File: src/rtl/i2s_rx.sv
// i2s_rx: oversampling I2S receiver; reassembles MSB-first left/right words
// from BCLK/LRCLK/SDATA and presents each complete pair with a valid strobe.
module i2s_rx #(
    parameter int WIDTH          = 16,
    parameter int DATA_DELAY     = 1,
    parameter bit SAMPLE_ON_FALL = 1
) (
    input  logic             clk,
    input  logic             rst,
    input  logic             i_bclk,
    input  logic             i_lrclk,
    input  logic             i_sdata,
    output logic [WIDTH-1:0] o_left,
    output logic [WIDTH-1:0] o_right,
    output logic             o_valid,
    output logic             o_err,
    output logic             o_locked
);
    localparam int CW = $clog2(WIDTH + 1);
    localparam logic [CW-1:0] WMAX = CW'(WIDTH);

    logic [1:0]            rs;
    logic                  ir;
    logic [2:0]            bs;
    logic [1:0]            ls, ds;
    logic [1:0]            p_e, p_d, p_l;
    logic [DATA_DELAY:0]   lr_h;
    logic [DATA_DELAY+1:0] lr_n;
    logic [WIDTH-2:0]      sr;
    logic [WIDTH-1:0]      stage, word;
    logic [CW-1:0]         cnt, cnt_n;
    logic                  left_ok, edge_s, eff, bnd, cap, done;

    // assert immediately, release two clocks later in the clk domain
    always_ff @(posedge clk or posedge rst) begin
        if (rst) rs <= 2'b11;
        else     rs <= {rs[0], 1'b0};
    end
    assign ir = rs[1];

    always_comb begin
        edge_s = (bs[1] != bs[2]) && (bs[1] != SAMPLE_ON_FALL);
        lr_n   = {lr_h, p_l[1]};
        eff    = lr_n[DATA_DELAY];
        bnd    = p_e[1] && (eff != lr_n[DATA_DELAY+1]);
        cap    = bnd || (p_e[1] && o_locked && cnt < WMAX);
        word   = bnd ? {{(WIDTH-1){1'b0}}, p_d[1]} : {sr, p_d[1]};
        cnt_n  = bnd ? CW'(1) : cnt + CW'(1);
        done   = cap && cnt_n == WMAX;
    end

    // the two-deep p_* pipeline fixes the edge-to-valid latency at 4 clocks
    always_ff @(posedge clk or posedge ir) begin
        if (ir) begin
            bs       <= '0;
            ls       <= '0;
            ds       <= '0;
            p_e      <= '0;
            p_d      <= '0;
            p_l      <= '0;
            lr_h     <= '0;
            sr       <= '0;
            cnt      <= '0;
            stage    <= '0;
            left_ok  <= 1'b0;
            o_left   <= '0;
            o_right  <= '0;
            o_valid  <= 1'b0;
            o_err    <= 1'b0;
            o_locked <= 1'b0;
        end else begin
            bs      <= {bs[1:0], i_bclk};
            ls      <= {ls[0], i_lrclk};
            ds      <= {ds[0], i_sdata};
            p_e     <= {p_e[0], edge_s};
            p_d     <= {p_d[0], ds[1]};
            p_l     <= {p_l[0], ls[1]};
            o_valid <= 1'b0;
            o_err   <= 1'b0;
            if (p_e[1]) lr_h <= lr_n[DATA_DELAY:0];
            if (cap) begin
                sr  <= word[WIDTH-2:0];
                cnt <= cnt_n;
            end
            if (bnd) o_locked <= 1'b1;
            if (bnd && o_locked && cnt < WMAX) begin
                o_err   <= 1'b1;
                left_ok <= 1'b0;
            end else if (done && !eff) begin
                stage   <= word;
                left_ok <= 1'b1;
            end else if (done && left_ok) begin
                o_left  <= stage;
                o_right <= word;
                o_valid <= 1'b1;
                left_ok <= 1'b0;
            end
        end
    end
endmodule
File: config.mk
export PLATFORM = sky130hd
export DESIGN_NAME = i2s_rx
export DESIGN_NICKNAME = d
export VERILOG_FILES = /design/src/rtl/i2s_rx.sv
export SDC_FILE = /design/constraint.sdc
export NUM_CORES = 1
export LEC_CHECK = 0
export ABC_AREA = 1
export CELL_PAD_IN_SITES_DETAIL_PLACEMENT = 1
export CELL_PAD_IN_SITES_GLOBAL_PLACEMENT = 1
export CORE_MARGIN = 5
export CORE_UTILIZATION = 48
export CTS_CLUSTER_SIZE = 28
export DETAILED_ROUTE_END_ITERATION = 7
export DONT_BUFFER_PORTS = 1
export GPL_TIMING_DRIVEN = 0
export PLACE_DENSITY = 0.88
export SLEW_MARGIN = 0
export SYNTH_ARGS = -nofsm -noshare
export SYNTH_HDL_FRONTEND = slang
export SYNTH_SLANG_ARGS = --single-unit
File: constraint.sdc
create_clock -name clk -period 2.91 [get_ports clk]
set_clock_uncertainty 0.1 [all_clocks]
set_input_delay 0.582 -clock clk [delete_from_list [all_inputs] [get_ports clk]]
set_output_delay 0.582 -clock clk [all_outputs]
set_load 0.03 [all_outputs]
==> summary.txt, run 1 <==
Status
  – Outcome: finished clean

STA
  – Endpoints failing setup: 0
  – Final Critical Period: 1915 ps
  – Final WS setup: 994.5 ps
  – Max frequency: 522.1 MHz
  – Worst slew pin tran: around 550 ps
  – Setup TNS: 0 ps
  – Fin. Hold Viols: 0
  – Final period util: 65.82%
  – Setup repair after global routing missed its margin: no
  – Slew headroom: 63.52%
  – Slew Viols, Final: 0

Clock tree
  – Clock transition at path regs: 80 ps
  – CTS tree: built
  – Postcts setup bufs: 0
  – CTS Hold Buffers Added: 0
  – Post-cts repair resize count: 0
  – H-tree levels: 3
  – Cts bufs inserted: 9
  – Max Buffers Root-to-Sink: 2
  – Skew-Pair Late Insertion Delay: approximately 360 ps
  – CTS sink cnt: 89
  – CTS root buf: clkbuf_8

Cells and area
  – Diodes inserted: 0
  – Final Util: between 50% and 60%
  – Proportion of layout cells with a drive suffix above 1: 12.72%
  – Nets: about 390
  – Finished Layout Cells: 492
  – Layout area overhead: 10.04%
  – Fillers: 824

Placed design
  – I/O Buffers: 0
  – Dpl ws: 974.0 ps
  – Placer Congestion: 0.8545
  – Dpl hpwl: 6049 um
  – Placed insts: ~480

Floorplanning
  – Core Area: 7331 um^2
  – Die X-Extent: 97.07 um
  – Die H: 97.07 um
  – Standard-cell row count: 31
  – IO Pins: 40
  – Die ar.: between 9000 and 10000 um^2
  – Initial Utilization: 49.63%

Critical path
  – Startpoint Class: flop
  – Crit. End Element: flop
  – CP Data Required Time: just over 3000 ps
  – Worst Path Max Fanout: 10
  – Worst setup path category: flop to flop
  – WP data arrival: 2040 ps

Power
  – Combinational share of power: between 10% and 20%
  – Lkg Pwr: 2.192 nW
  – Peak supply drop: 0.3576 mV
  – Pwr dens: approximately 700 nW/um^2
  – Sw frac: a little under a third
  – Reg power frac: 51.0%
  – Sw Pwr: 867.6 uW
  – Internal power: 1.939 mW
  – Clock share of power: 32.6%

Synth
  – Post-synthesis instance total: between 300 and 400
  – Synth warn: 0
  – Synth top cells by count: nand2_1, dfrtp_1, nand4_1, inv_1, o21ai_0
  – Register area share after synthesis: between 60% and 70%
  – Synth Flop Type: dfrtp_1
  – Count of cell types in the netlist: 28
  – Most frequent cell after synthesis: nand2_1
  – Mean Syn Cell Area: 9.677 um^2
  – Synth area leaders: dfrtp_1, nand2_1, nand4_1, inv_1, o21ai_0
  – Post-synth EDFFs: 0
  – Yosys reg bits: 89
  – Synth area leader: dfrtp_1
  – Synth top area share: between 50% and 60%
  – Post-synth design cell area: between 3000 and 4000 um^2
  – Fraction of registers with async set/reset: 100.0%
  – Mapped Nets: 382

Routing
  – Routed wire length: around 8500 um
  – Initial drt markers: 104
  – Via density: approximately 5.4
  – Vias: 2665
  – DR WL/cell: 17.22 um
  – Router iterations before antenna repair: 4
  – Remaining DRCs: 0
  – DRT antenna net count: 0

Global routing
  – GRT overflow: 0
  – Total GRT Usage: between 10% and 20%
  – First-pass GRT wire length: between 10000 and 15000 um
  – Initial antenna violation count: 0
  – Pin count of the biggest net entering global routing: 49
  – Vias in the first global route: between 2000 and 3000

Hold path
  – Hold Path Class: input port to asynchronous set/reset pin

Job
  – Max Cap Viol: 0
-- through the flow --
step / hold slack, ps / total power, mW / instance area (um^2)
2_1_floorplan: 231.2 / 1.757 / 3638
6_report: 29.79 / 2.807 / 4004
3_5_place_dp: 227.0 / 1.905 / 3792
5_1_grt: 29.31 / 2.956 / 4004
3_3_place_gp: 232.0 / 1.857 / 3762
4_1_cts: 20.05 / 2.823 / 4004
-- critical path, cell delays in order (launching register included) --
cell and delay (ps):
dfrtp_1 550, nand2_2 110, nor2_4 190, inv_1 130, nand2_1 140, inv_1 90, clkbuf_1 240, nand2_1 120
o21ai_0 110
-- routing by layer --
metal / global-route usage [%] / share of wire (%)
met1: 24.04 / 42
met2: 34.24 / 52
met3: 3.374 / 3.9
met4: 7.127 / 2.0
met5: 0 / 0
-- logic make-up after synthesis --
kind of cell,after synthesis,share of synthesized area [%]
compound gates,20,2.785
other cells,1,0.1031
simple gates,214,28.30
flops,89,61.28
fa+ha+maj,1,0.3438
buf+inv,51,7.187
-- flip-flops by register name (all words and copies together), names as in the netlist, 2 cells and up --
register,cells
p_l,2
bs,3
p_e,2
o_right,16
cnt,5
lr_h,2
sr,15
stage,16
rs,2
p_d,2
o_left,16
ls,2
ds,2
-- path summary, 6_finish.rpt --
check                                     start                     to  cells after the start  slack (ps)
max in group asynchronous       rs[1]$_DFF_PP1_  stage[10]$_DFFE_PP0P_                      2        1890
min in group clk                        i_sdata        ds[0]$_DFF_PP0_                      0         150
setup / recovery           o_locked$_DFFE_PP0P_      sr[9]$_DFFE_PP0N_                      8         990
setup reg to reg           o_locked$_DFFE_PP0P_      sr[9]$_DFFE_PP0N_                      8         990
hold reg to reg                 rs[1]$_DFF_PP1_   stage[7]$_DFFE_PP0P_                      1         210
hold / removal                              rst        rs[1]$_DFF_PP1_                      1          30
-- power by group through the flow --
stage | Clock (mW) | Combinational (mW) | Sequential, mW
finish | 0.915 | 0.459 | 1.43
CTS | 0.930 | 0.462 | 1.43
detailed placement | 0 | 0.451 | 1.45
global route | 0.984 | 0.523 | 1.45
global placement | 0 | 0.415 | 1.44
floorplan | 0 | 0.327 | 1.43
-- cell type report --
class	count	area, um^2	share of cell area, %
inverters	29	111.4	2.781
flip-flops and latches	89	2230	55.69
clock inverters	5	80.08	2.000
multi-input cells	236	1147	28.66
clock buffers	11	131.4	3.281
plain buffers	22	152.6	3.812
well taps	99	123.9	3.094
repair buffers	1	27.53	0.6875
-- layout by cell type, fill, tap and decap left out --
cell type   synthesis  final
nor3_1              1      1
nor2_8              1      1
clkbuf_1            7      9
clkinvlp_4          0      2
or2_2               1      1
nand4_1            49     49
dfstp_2             2      2
ha_1                1      1
a31oi_1             1      1
conb_1              1      1
nor2_2              2      2
nor2_4              1      1
o21ai_0            17     17
clkbuf_8            0      9
buf_16              0      1
buf_4               4      4
nand2_2             4      4
clkinv_2            0      1
inv_1              26     25
nand3_2             1      1
a21oi_1             2      2
nand2_1           144    144
buf_2               5      5
nand2_4             1      1
dfrtp_1            87     87
inv_2               3      3
buf_8               1      1
buf_6               5      5
nand3_4             2      2
nand3_1             2      2
nand4_4             1      1
inv_4               0      1
nor2_1              4      4
bufinv_16           0      2
Power figures use the tool's default switching activity.
==> inputs of run 2 (changes only) <==
--- a/config.mk
+++ b/config.mk
@@ -9,12 +9,12 @@
 export CELL_PAD_IN_SITES_DETAIL_PLACEMENT = 1
 export CELL_PAD_IN_SITES_GLOBAL_PLACEMENT = 1
 export CORE_MARGIN = 5
-export CORE_UTILIZATION = 48
+export CORE_UTILIZATION = 44
 export CTS_CLUSTER_SIZE = 28
 export DETAILED_ROUTE_END_ITERATION = 7
 export DONT_BUFFER_PORTS = 1
 export GPL_TIMING_DRIVEN = 0
-export PLACE_DENSITY = 0.88
+export PLACE_DENSITY = 0.85
 export SLEW_MARGIN = 0
 export SYNTH_ARGS = -nofsm -noshare
 export SYNTH_HDL_FRONTEND = slang
==> constraint.sdc (replaced) <==
create_clock -name clk -period 1.6 [get_ports clk]
set_clock_uncertainty 0.1 [all_clocks]
set_input_delay 0.32 -clock clk [delete_from_list [all_inputs] [get_ports clk]]
set_output_delay 0.32 -clock clk [all_outputs]
set_load 0.03 [all_outputs]
==> summary.txt, run 2 (synthesized netlist as in run 1, its figures left out) <==
Cells and area
  – Final Util: 54.36%
  – Commonest non-fill, non-tap cells in the layout: nand2_1, dfrtp_1, nand4_1
  – Diodes inserted: 0
  – Largest regs: o_left x16, o_right x16, stage x16
  – Final instance area: around 4400 um^2
  – Proportion of layout cells with a drive suffix above 1: 28.71%
  – Layout area overhead: 21.53%
  – Nets: 420
  – Most common cell after layout, fill and taps aside: nand2_1

Routing
  – Remaining DRCs: 0
  – Routed wire length: 9147 um
  – Via density: ~5.3
  – Initial drt markers: 93
  – DRT antenna net count: 0
  – Vias: about 2800
  – DR WL/cell: 17.49 um
  – Router iterations before antenna repair: 4

Clock tree
  – Cts bufs inserted: 9
  – Max Buffers Root-to-Sink: 2
  – H-tree levels: 3
  – Skew-Pair Late Insertion Delay: 350 ps
  – Clock transition at path regs: about 90 ps
  – CTS root buf: clkbuf_8
  – CTS tree: built
  – CTS sink cnt: 89

Floorplanning
  – IO Pins: 40
  – Standard-cell row count: 33
  – Initial Utilization: between 40% and 50%
  – Core Area: 8134 um^2
  – Die H: ~100 um
  – Die ar.: 10190 um^2
  – Die X-Extent: 100.9 um

Critical path
  – Startpoint Class: flop
  – Worst setup path category: flop to flop
  – Setup slack, reg-to-reg: -160 ps
  – WP data arrival: 1920 ps
  – Reg2reg start: o_locked$_DFFE_PP0P_
  – Slowest cell on crit path: dfrtp_2
  – Crit. End Element: flop
  – RR Endpoint: o_left[12]$_DFFE_PP0P_
  – Cell mode on critical path: nand2_1
  – Worst Path Max Fanout: 6
  – Crit-path cells: nand2_2, nor2_4, nand4_4, nor2_8, nand3_4, buf_4, nand2_1, nand2_1
  – CP Data Required Time: around 1800 ps
  – Worst Reg-to-Reg Cells: 8
  – CP max stage delay: ~480 ps

Global routing
  – GRT overflow: 0
  – Total GRT Usage: a little under a fifth
  – First-pass GRT wire length: 14880 um
  – Vias in the first global route: 3013
  – Pin count of the biggest net entering global routing: 43
  – Initial antenna violation count: 0

Power
  – Pwr dens: 1162 nW/um^2
  – Peak supply drop: between 0.5 and 0.6 mV
  – Lkg Pwr: ~2.4 nW

Hold path
  – Hold Path Class: flop to asynchronous set/reset pin

STA
  – Max frequency: roughly 570 MHz
  – Fin. Hold Viols: 0
  – Endpoints failing setup: 67
  – Setup repair after global routing missed its margin: yes
  – Final WS setup: -158.2 ps
  – Final Critical Period: 1758 ps
  – Slew Viols, Final: 0
  – Setup TNS: -7551 ps
  – Final period util: 109.9%

Placed design
  – Placed cell area: 3815 um^2
  – Dpl hpwl: 6084 um
  – Placer Congestion: 0.8403
  – I/O Buffers: 0

Status
  – Outcome: complete, but fails checks
  – Failing checks: negative setup slack

Job
  – Max Cap Viol: 0
run 2: cell types whose count changed in the layout (fill, tap and decap cells not counted), sizes merged:
cell,before,now
buf,16,42
bufinv,2,0
clkbuf,18,15
clkinv,1,2
dlygate4sd3,0,4
inv,29,28
run 2: worst max-delay path by stage:
stage / to / slack, ps / start / cells past startpoint
6_report: o_left[12]$_DFFE_PP0P_ / -160 / o_locked$_DFFE_PP0P_ / 8
5_1_grt: o_right[12]$_DFFE_PP0P_ / -240 / cnt[0]$_DFFE_PP0N_ / 9
4_1_cts: o_left[2]$_DFFE_PP0P_ / -170 / o_locked$_DFFE_PP0P_ / 8
3_5_place_dp: o_left[2]$_DFFE_PP0P_ / -310 / cnt[0]$_DFFE_PP0N_ / 9
3_3_place_gp: o_locked$_DFFE_PP0P_ / -420 / rs[1]$_DFF_PP1_ / 1
2_1_floorplan: o_left[10]$_DFFE_PP0P_ / -30 / cnt[0]$_DFFE_PP0N_ / 8
run 2: final cells by class:
cell class	count	area [um^2]
fill	894	3712
sequential	89	2233
multi-input combinational	236	1284
timing repair buffer	27	286.5
buffer	22	198.9
clock buffer	12	145.1
tap	105	131.4
inverter	29	125.1
clock inverter	3	17.52
run 2: metrics by stage:
stage	worst slack (ps)	power [mW]	std cells	hold WS (ps)
after floorplan	-28.79	3.207	376	131.5
after global placement	-415.3	3.406	481	137.6
after detailed placement	-306.5	3.470	483	64.01
after CTS	-165.5	4.950	517	72.10
after global routing	-243.0	5.425	523	86.67
final	-158.2	5.139	523	63.95
run 2: worst max-delay path: cells and delay by family (launching register included):
family	cells	cell delay, ps
and+or+nand+nor	7	880
buffers and inverters	1	190
DFF	1	480
run 2: power breakdown:
| part | total, mW | leakage, nW | switching [mW] | internal, mW |
|---|---|---|---|---|
| Clock | 1.35 | 0.0822 | 0.756 | 0.595 |
| Combinational | 1.18 | 1.08 | 0.751 | 0.434 |
| Sequential | 2.60 | 1.19 | 0.158 | 2.45 |
run 2: repair_timing:
action / in CTS / in global routing
cloned: 2 / 2
buffers inserted: 13 / 4
pin swaps: 6 / 10
endpoints found under the hold margin: 5 / 0
resized for setup: 55 / 40
hold buffers: 4 / 0
setup endpoints to repair: 66 / 67
run 2: layer usage:
metal,global-route usage [%],vias up,wire (um)
li1,-,1302,-
met1,22.74,1394,3692
met2,32.46,56,4855
met3,4.291,23,386
met4,6.953,0,213
met5,0,-,0
==> inputs of run 3 (changes only) <==
--- a/config.mk
+++ b/config.mk
@@ -6,6 +6,7 @@
 export NUM_CORES = 1
 export LEC_CHECK = 0
 export ABC_AREA = 1
+export CAP_MARGIN = 20
 export CELL_PAD_IN_SITES_DETAIL_PLACEMENT = 1
 export CELL_PAD_IN_SITES_GLOBAL_PLACEMENT = 1
 export CORE_MARGIN = 5
==> results of run 3 <==
No change in the layout: final DEF, timing and power equal those of run 2.
